**src/rtl/ms_interval_meter.sv**
```systemverilog
// ---------------------------------------------------------------------------
// ms_interval_meter
//
// Measures the time between a start pulse and a stop pulse in whole
// milliseconds. It runs on the system clock and sits beside the ms tick timer.
// The captured result feeds the display and reaction-time logic.
//
// Ports
//   clk      in   1  system clock, rising edge
//   rst_n    in   1  asynchronous, active-low reset
//   start    in   1  sync pulse; begins a measurement (from IDLE or DONE)
//   stop     in   1  sync pulse; ends a measurement (RUN only)
//   clear    in   1  sync; aborts and zeroes everything, highest priority
//   ms_live  out  W  running ms count (the ms counter register)
//   result   out  W  captured interval in ms
//   valid    out  1  result holds a completed measurement
//   busy     out  1  measurement in progress (decode of the state register)
//   ovf      out  1  sticky; ms counter ran past 2^W-1 in this measurement
//
// Configuration
//   MS_METER_SAT_EN  defined   : ms counter saturates at 2^W-1 on overflow
//                    undefined : ms counter wraps to 0 (result modulo 2^W)
//   ovf behaves the same way in both builds.
// ---------------------------------------------------------------------------
module ms_interval_meter #(
    parameter int CYCLES_PER_MS = 100000,
    parameter int W             = 20
) (
    input  logic         clk,
    input  logic         rst_n,
    input  logic         start,
    input  logic         stop,
    input  logic         clear,
    output logic [W-1:0] ms_live,
    output logic [W-1:0] result,
    output logic         valid,
    output logic         busy,
    output logic         ovf
);

    localparam int PW = $clog2(CYCLES_PER_MS);
    localparam logic [PW-1:0] PRESC_LAST = PW'(CYCLES_PER_MS - 1);
    localparam logic [W-1:0]  MS_MAX     = {W{1'b1}};

    typedef enum logic [1:0] {
        IDLE = 2'd0,
        RUN  = 2'd1,
        DONE = 2'd2
    } state_t;

    state_t        state;
    logic [PW-1:0] presc;
    logic [W-1:0]  ms_cnt;

    logic          tick;
    logic [PW-1:0] presc_next;
    logic [W-1:0]  ms_next;
    logic          ovf_next;

    // Advance the ms counter by one; the overflow policy lives here.
    function automatic logic [W-1:0] ms_step(input logic [W-1:0] cnt);
`ifdef MS_METER_SAT_EN
        return (cnt == MS_MAX) ? cnt : cnt + W'(1);
`else
        return cnt + W'(1);
`endif
    endfunction

    // Next-count values while running. The stop edge uses the same values,
    // so a capture includes the ms increment that falls due on that edge.
    always_comb begin
        tick       = (presc == PRESC_LAST);
        presc_next = tick ? '0 : presc + PW'(1);
        ms_next    = tick ? ms_step(ms_cnt) : ms_cnt;
        ovf_next   = ovf | (tick & (ms_cnt == MS_MAX));
    end

    // Control FSM plus counters. The priority is clear > stop > start.
    always_ff @(posedge clk or negedge rst_n) begin
        if (!rst_n) begin
            state  <= IDLE;
            presc  <= '0;
            ms_cnt <= '0;
            result <= '0;
            valid  <= 1'b0;
            ovf    <= 1'b0;
        end else if (clear) begin
            state  <= IDLE;
            presc  <= '0;
            ms_cnt <= '0;
            result <= '0;
            valid  <= 1'b0;
            ovf    <= 1'b0;
        end else begin
            case (state)
                IDLE: begin
                    // stop is ignored here, even together with start
                    if (start) begin
                        state  <= RUN;
                        presc  <= '0;
                        ms_cnt <= '0;
                        ovf    <= 1'b0;
                        valid  <= 1'b0;
                    end
                end
                RUN: begin
                    presc  <= presc_next;
                    ms_cnt <= ms_next;
                    ovf    <= ovf_next;
                    // start is ignored while running; start+stop acts as stop
                    if (stop) begin
                        state  <= DONE;
                        result <= ms_next;
                        valid  <= 1'b1;
                    end
                end
                DONE: begin
                    // result stays at the previous capture until the next stop
                    if (start) begin
                        state  <= RUN;
                        presc  <= '0;
                        ms_cnt <= '0;
                        ovf    <= 1'b0;
                        valid  <= 1'b0;
                    end
                end
                default: begin
                    state <= IDLE;
                end
            endcase
        end
    end

    assign ms_live = ms_cnt;
    assign busy    = (state == RUN);

endmodule

```
**config.mk**
```make
export PLATFORM = sky130hd
export DESIGN_NAME = ms_interval_meter
export DESIGN_NICKNAME = d
export VERILOG_FILES = /design/src/rtl/ms_interval_meter.sv
export SDC_FILE = /design/constraint.sdc
export NUM_CORES = 1
export LEC_CHECK = 0
export ABC_AREA = 1
export CORE_ASPECT_RATIO = 0.5
export CORE_UTILIZATION = 35
export CTS_BUF_LIST = sky130_fd_sc_hd__clkbuf_4
export CTS_CLUSTER_SIZE = 40
export DETAILED_ROUTE_END_ITERATION = 8
export DONT_BUFFER_PORTS = 1
export PLACE_DENSITY = 0.6
export SYNTH_ARGS = -nofsm -noshare
export SYNTH_HDL_FRONTEND = slang
export SYNTH_SLANG_ARGS = --single-unit
export TNS_END_PERCENT = 30
```
**constraint.sdc**
```tcl
create_clock -name clk -period 1.8 [get_ports clk]
set_input_delay 0.27 -clock clk [delete_from_list [all_inputs] [get_ports clk]]
set_output_delay 0.27 -clock clk [all_outputs]
set_load 0.03 [all_outputs]
```
Yosys cells after proc, flatten, opt, wreduce, memory -nomap -nowiden. Index checks and enable logic that the tools add are counted.

Flip-flop bits (word level): 61. Bits of input ports: 5. Output and inout bits: 43. Logic and storage cells: 46.

$add $sub $neg: 2. Equal/unequal tests: 6. Multiplexer cells: 21. Bitwise operators: 2. Reductions and logical operators: 9.

Operator list (count): two-way mux 20 bit (6); two-way mux 17 bit (3); one-hot mux 20 bit (2 select lines) (1); one-hot mux 17 bit (2 select lines) (1); adder 20 x 1 -> 20 bit, second input constant (1); equality test 20 bit, second input constant (1); adder 17 x 1 -> 17 bit, second input constant (1); equality test 17 bit, second input constant (1); two-way mux 2 bit (3); AND reduction 2 bit (3); two-way mux 1 bit (4); one-hot mux 1 bit (2 select lines) (2); one-hot mux 2 bit (2 select lines) (1); nonzero test 2 bit (2); inequality test 3 x 1 -> 1 bit, second input constant (1); inequality test 3 bit, second input constant (1); AND reduction 3 bit (1); nonzero test 3 bit (1); equality test 2 x 1 -> 1 bit, second input constant (1); equality test 2 bit, second input constant (1); logical NOT 2 bit (1); OR reduction 2 bit (1); bitwise AND 1 bit (1); bitwise OR 1 bit (1).

Depth between registers and ports, before layout.
Depth in word-level cells: 5. Mapped depth: 11. Gate-level depth less buffers: 10.

Worst setup path after synthesis. No wires, ideal clock.

Path type: register to register. From: register ms_cnt[0] (netlist: ms_live[0]). To: register ms_cnt[12] (netlist: ms_live[12]). Library setup time: 0.128 ns. Arrival time: 1.576 ns. Required time: 1.672 ns. Slack: 0.096 ns. Stages on the path, launching flop included: 11. Path buffers: 0. Period minus slack after synthesis: 1.704 ns. Path through: dfrtp_1 -> ha_1 -> inv_1 -> nor2_1 -> inv_1 -> nor2_1 -> nand2_1 -> nand2_1 -> nand2_1 -> nand3_1 -> o21ai_1.

Word-level cells in the longest chain between the ends: 4.

Ends and longest elaborated chain: from (decl) (RTL line 53) `logic [W-1:0] ms_cnt;`; from (signal assigned) (RTL line 108) `ms_cnt <= ms_next;`; adder 20 x 1 -> 20 bit (RTL line 65) `return cnt + W'(1);`; two-way mux 20 bit (RTL line 74) `ms_next = tick ? ms_step(ms_cnt) : ms_cnt;`; one-hot mux 20 bit (2 select lines) (RTL line 95) `case (state)`; two-way mux 20 bit (RTL line 87) `end else if (clear) begin`.

No other way between the ends. A chain may end at the register's enable or synchronous reset.

Final worst setup path.
From: register presc[1]. To: register ms_cnt[19] (netlist: ms_live[19]).

Word-level cells in the longest chain between the ends: 4.

Ends and longest elaborated chain: from (decl) (RTL line 52) `logic [PW-1:0] presc;`; from (signal assigned) (RTL line 107) `presc <= presc_next;`; equality test 17 bit (RTL line 72) `tick = (presc == PRESC_LAST);`; two-way mux 20 bit (RTL line 74); one-hot mux 20 bit (2 select lines) (RTL line 95); two-way mux 20 bit (RTL line 87).

No other way between the ends.

==> key figures <==
Power
  • Psw: 0.000657 W
  • Clock Power Share: 33.1%
  • Maximum vdd drop: 0.000195 V
  • Cell Int Power: 0.00173 W
  • PwrDens: 592 nW/um2
  • Sequential Power Share: 58.3%
  • Logic pwr share: 8.6%
  • Pleak: 1.81 nW
  • Net Sw Frac: 27.6%

Job
  • Maxcap violations: 0

Critical path
  • Critical Path End Type: register
  • Worst path arrival time: 1.98 ns
  • Worst endpoint required time: 2.13 ns
  • Crit Path Max Fanout: 7
  • Worst setup SP type: register
  • Critical path class: reg -> reg

Die
  • # IOs: 48
  • Initial Utilization: 36.5%
  • Die Y: 72.6 um
  • Cell Rows: 25
  • Core box area: 9570 um2
  • Die Span X: 143 um
  • DIE AREA: 10,400 um2

Clock tree
  • Clock root cell: clkbuf_4
  • H-tree depth: 3
  • CTS clk-pin slew, worst paths: 0.11 ns
  • Clock Sinks: 61
  • Worst-Skew Late Latency: 0.42 ns
  • Clock tree buffer depth: 2
  • CTS tree: yes
  • Total CTS buffers: 9

Yosys
  • Mean post-synth cell area: 7.18 um2
  • Syn_nets: 493
  • Yosys warning count: 0
  • Mux cell area share after synthesis: 0%
  • Distinct cells, synth: 30
  • Seq/Total Area, Yosys: 43.7%
  • XOR/XNOR Fraction of Synth Area: 2.76%
  • Adder-Cell Fraction of Synth Area: 0.717%
  • Main combinational cell family by area after synthesis: simple AND/OR/NAND/NOR gates
  • Synth Area in Simple Gates: 39.3%
  • Mapped cell area: 3490 um2
  • Mapped Cells: 486
  • Synth Register Bits: 61
  • Post-synthesis compound-gate area fraction: 5.20%

Layout
  • Number of inserted diodes: 0
  • Post-route cell area: 4020 um2
  • Share of cells above drive strength 1: 14.9%
  • Nets: 526
  • Area Growth Syn to Fin: 15.3%
  • Fin util: 42.0%
  • Fillers: 1,010

Detailed routing
  • Per-cell routed wire length: 13.5 um
  • Starting DRT DRC Count: 245
  • Via density: 4.83
  • Drt total wl: 8870 um
  • Antenna-violating nets left: 0
  • Number of remaining DRC errors: 0
  • Total number of vias: 3,176
  • Drt first pass iters: 5

Placed design
  • IO buf count: 0
  • Placed Area: 3820 um2
  • Post-detail-place hpwl: 6330 um
  • RePlAce Congestion: 0.848

STA
  • Top achievable clock speed: 605 MHz
  • Worst-Margin Slew: 0.720 ns
  • Unrepaired setup endpoints after global routing: false
  • Slew HR: 51.9%
  • Final clock skew: 0.0190 ns
  • Minimum hold slack: 0.0309 ns
  • Final Cycle Share: 91.8%
  • Final hold viol count: 0
  • Setup_tns: 0 ns
  • Slew Limit Fails: 0
  • Final Critical Period: 1.65 ns
  • Final setup violation count: 0

Global route
  • First-pass GRT wire length: 14,700 um
  • Grt total ovfl: 0
  • GRT Total Usage: 18.5%
  • Largest net degree at the start of global routing: 62
  • Initial antenna violation count: 0
  • Vias in the first global route: 3,024

Status
  • Status: finished, final reports clean

Min path
  • Hold WC Path Type: in -> reg
[kinds of logic (layout without fill, tap and decap cells)]
| family | Yosys count | in the layout |
|---|---|---|
| adders and majority gates | 2 | 2 |
| DFF | 61 | 61 |
| buffers and inverters | 69 | 106 |
| and+or+nand+nor | 308 | 308 |
| AOI/OAI and AO/OA | 35 | 35 |
| xor gates and xnor gates | 11 | 11 |
[per-stage QoR]
stage	std cells	power, W	setup WS (ns)
floorplan	486	0.00152	0.0958
global placement	638	0.00158	-0.0310
detailed placement	638	0.00158	-0.104
CTS	657	0.00242	0.0438
global route	658	0.00250	0.0164
finish	658	0.00238	0.147
[Yosys cell counts (all sizes together)]
library cell	n	area (um2)
nand4	21	131
nand2	164	656
a22o	1	8.76
ha	2	25.0
nor3	14	80.1
inv	54	203
a31oi	2	12.5
nand3	49	258
dfrtp	61	1530
a21oi	6	30.0
nor3b	1	7.51
buf	9	62.6
nor2	59	239
xor2	10	87.6
xnor2	1	8.76
o21ai	26	130
clkbuf	4	15.0
clkinv	2	8.75
[power groups by stage]
stage / clock, W / combinational, W / sequential (W)
6_report: 0.000790 / 0.000204 / 0.00139
5_1_grt: 0.000886 / 0.000228 / 0.00139
4_1_cts: 0.000826 / 0.000203 / 0.00139
3_5_place_dp: 0 / 0.000158 / 0.00142
3_3_place_gp: 0 / 0.000157 / 0.00142
2_1_floorplan: 0 / 0.000104 / 0.00142
[sequential cells by signal, summed over array words and instances (netlist names)]
register	cells
result	20
ovf	1
ms_live	20
presc	17
state	2
valid	1
[per-layer routing]
layer | vias up | share of wire (%) | GRT usage [%]
met5 | - | 0 | 0
met4 | 0 | 1.8 | 6.15
met3 | 15 | 5.0 | 5.12
met2 | 60 | 45 | 30.4
met1 | 1474 | 48 | 23.8
li1 | 1627 | - | -
[cells in the final DEF, fill, tap and decap left out, types with 4 or more instances in the layout]
master    synthesis  routed
nor2_1           54      51
xor2_1           10      10
dfrtp_1          61      61
nand3_1          48      46
clkbuf_4          0      11
buf_4             1      29
clkinv_1          1       4
nor3_1           12      12
nand2_1         148     148
nor2_2            4       5
a21oi_1           6       6
o21ai_0          17      17
nand4_1          21      21
nand2_2          16      16
o21ai_1           9       9
inv_1            52      51
[layout make-up]
cell class                 count  area [um2]  area share, %
clock inverter                 4        16.3          0.404
timing repair buffer          35         307           7.62
clock buffer                  11        82.6           2.05
tap                          135         169           4.20
multi-input combinational    356        1710           42.5
inverter                      56         211           5.25
sequential                    61        1530           37.9
[what timing repair did]
item	CTS	global route
hold endpoints to repair	68	0
hold buffers	4	0
pin swaps	0	2
endpoints found under the setup margin	22	20
resized for setup	3	7
buffers inserted	0	1
[worst paths after layout]
kind,endpoint,startpoint,slack [ns],depth (start not counted)
max,ms_live[19]$_DFFE_PN0P_,presc[1]$_DFFE_PN0P_,0.15,11
min,state[1]$_DFFE_PN0P_,clear,0.03,3
max reg2reg,ms_live[19]$_DFFE_PN0P_,presc[1]$_DFFE_PN0P_,0.15,11
min reg2reg,presc[1]$_DFFE_PN0P_,presc[1]$_DFFE_PN0P_,0.54,2
max in group asynchronous,presc[15]$_DFFE_PN0P_,rst_n,1.16,2
min in group asynchronous,ms_live[11]$_DFFE_PN0P_,rst_n,0.37,2
[critical path, stage by stage, from the launching register on]
cell and delay (ns):
dfrtp_1 0.40, ha_2 0.22, nand3_4 0.11, inv_2 0.07
nand3_2 0.09, nor2_4 0.19, buf_6 0.15, nand3_1 0.07
nand2_1 0.06, nand2_1 0.07, nand2_1 0.07, nand2_1 0.05
No activity file was read; power rests on OpenSTA's default activity.
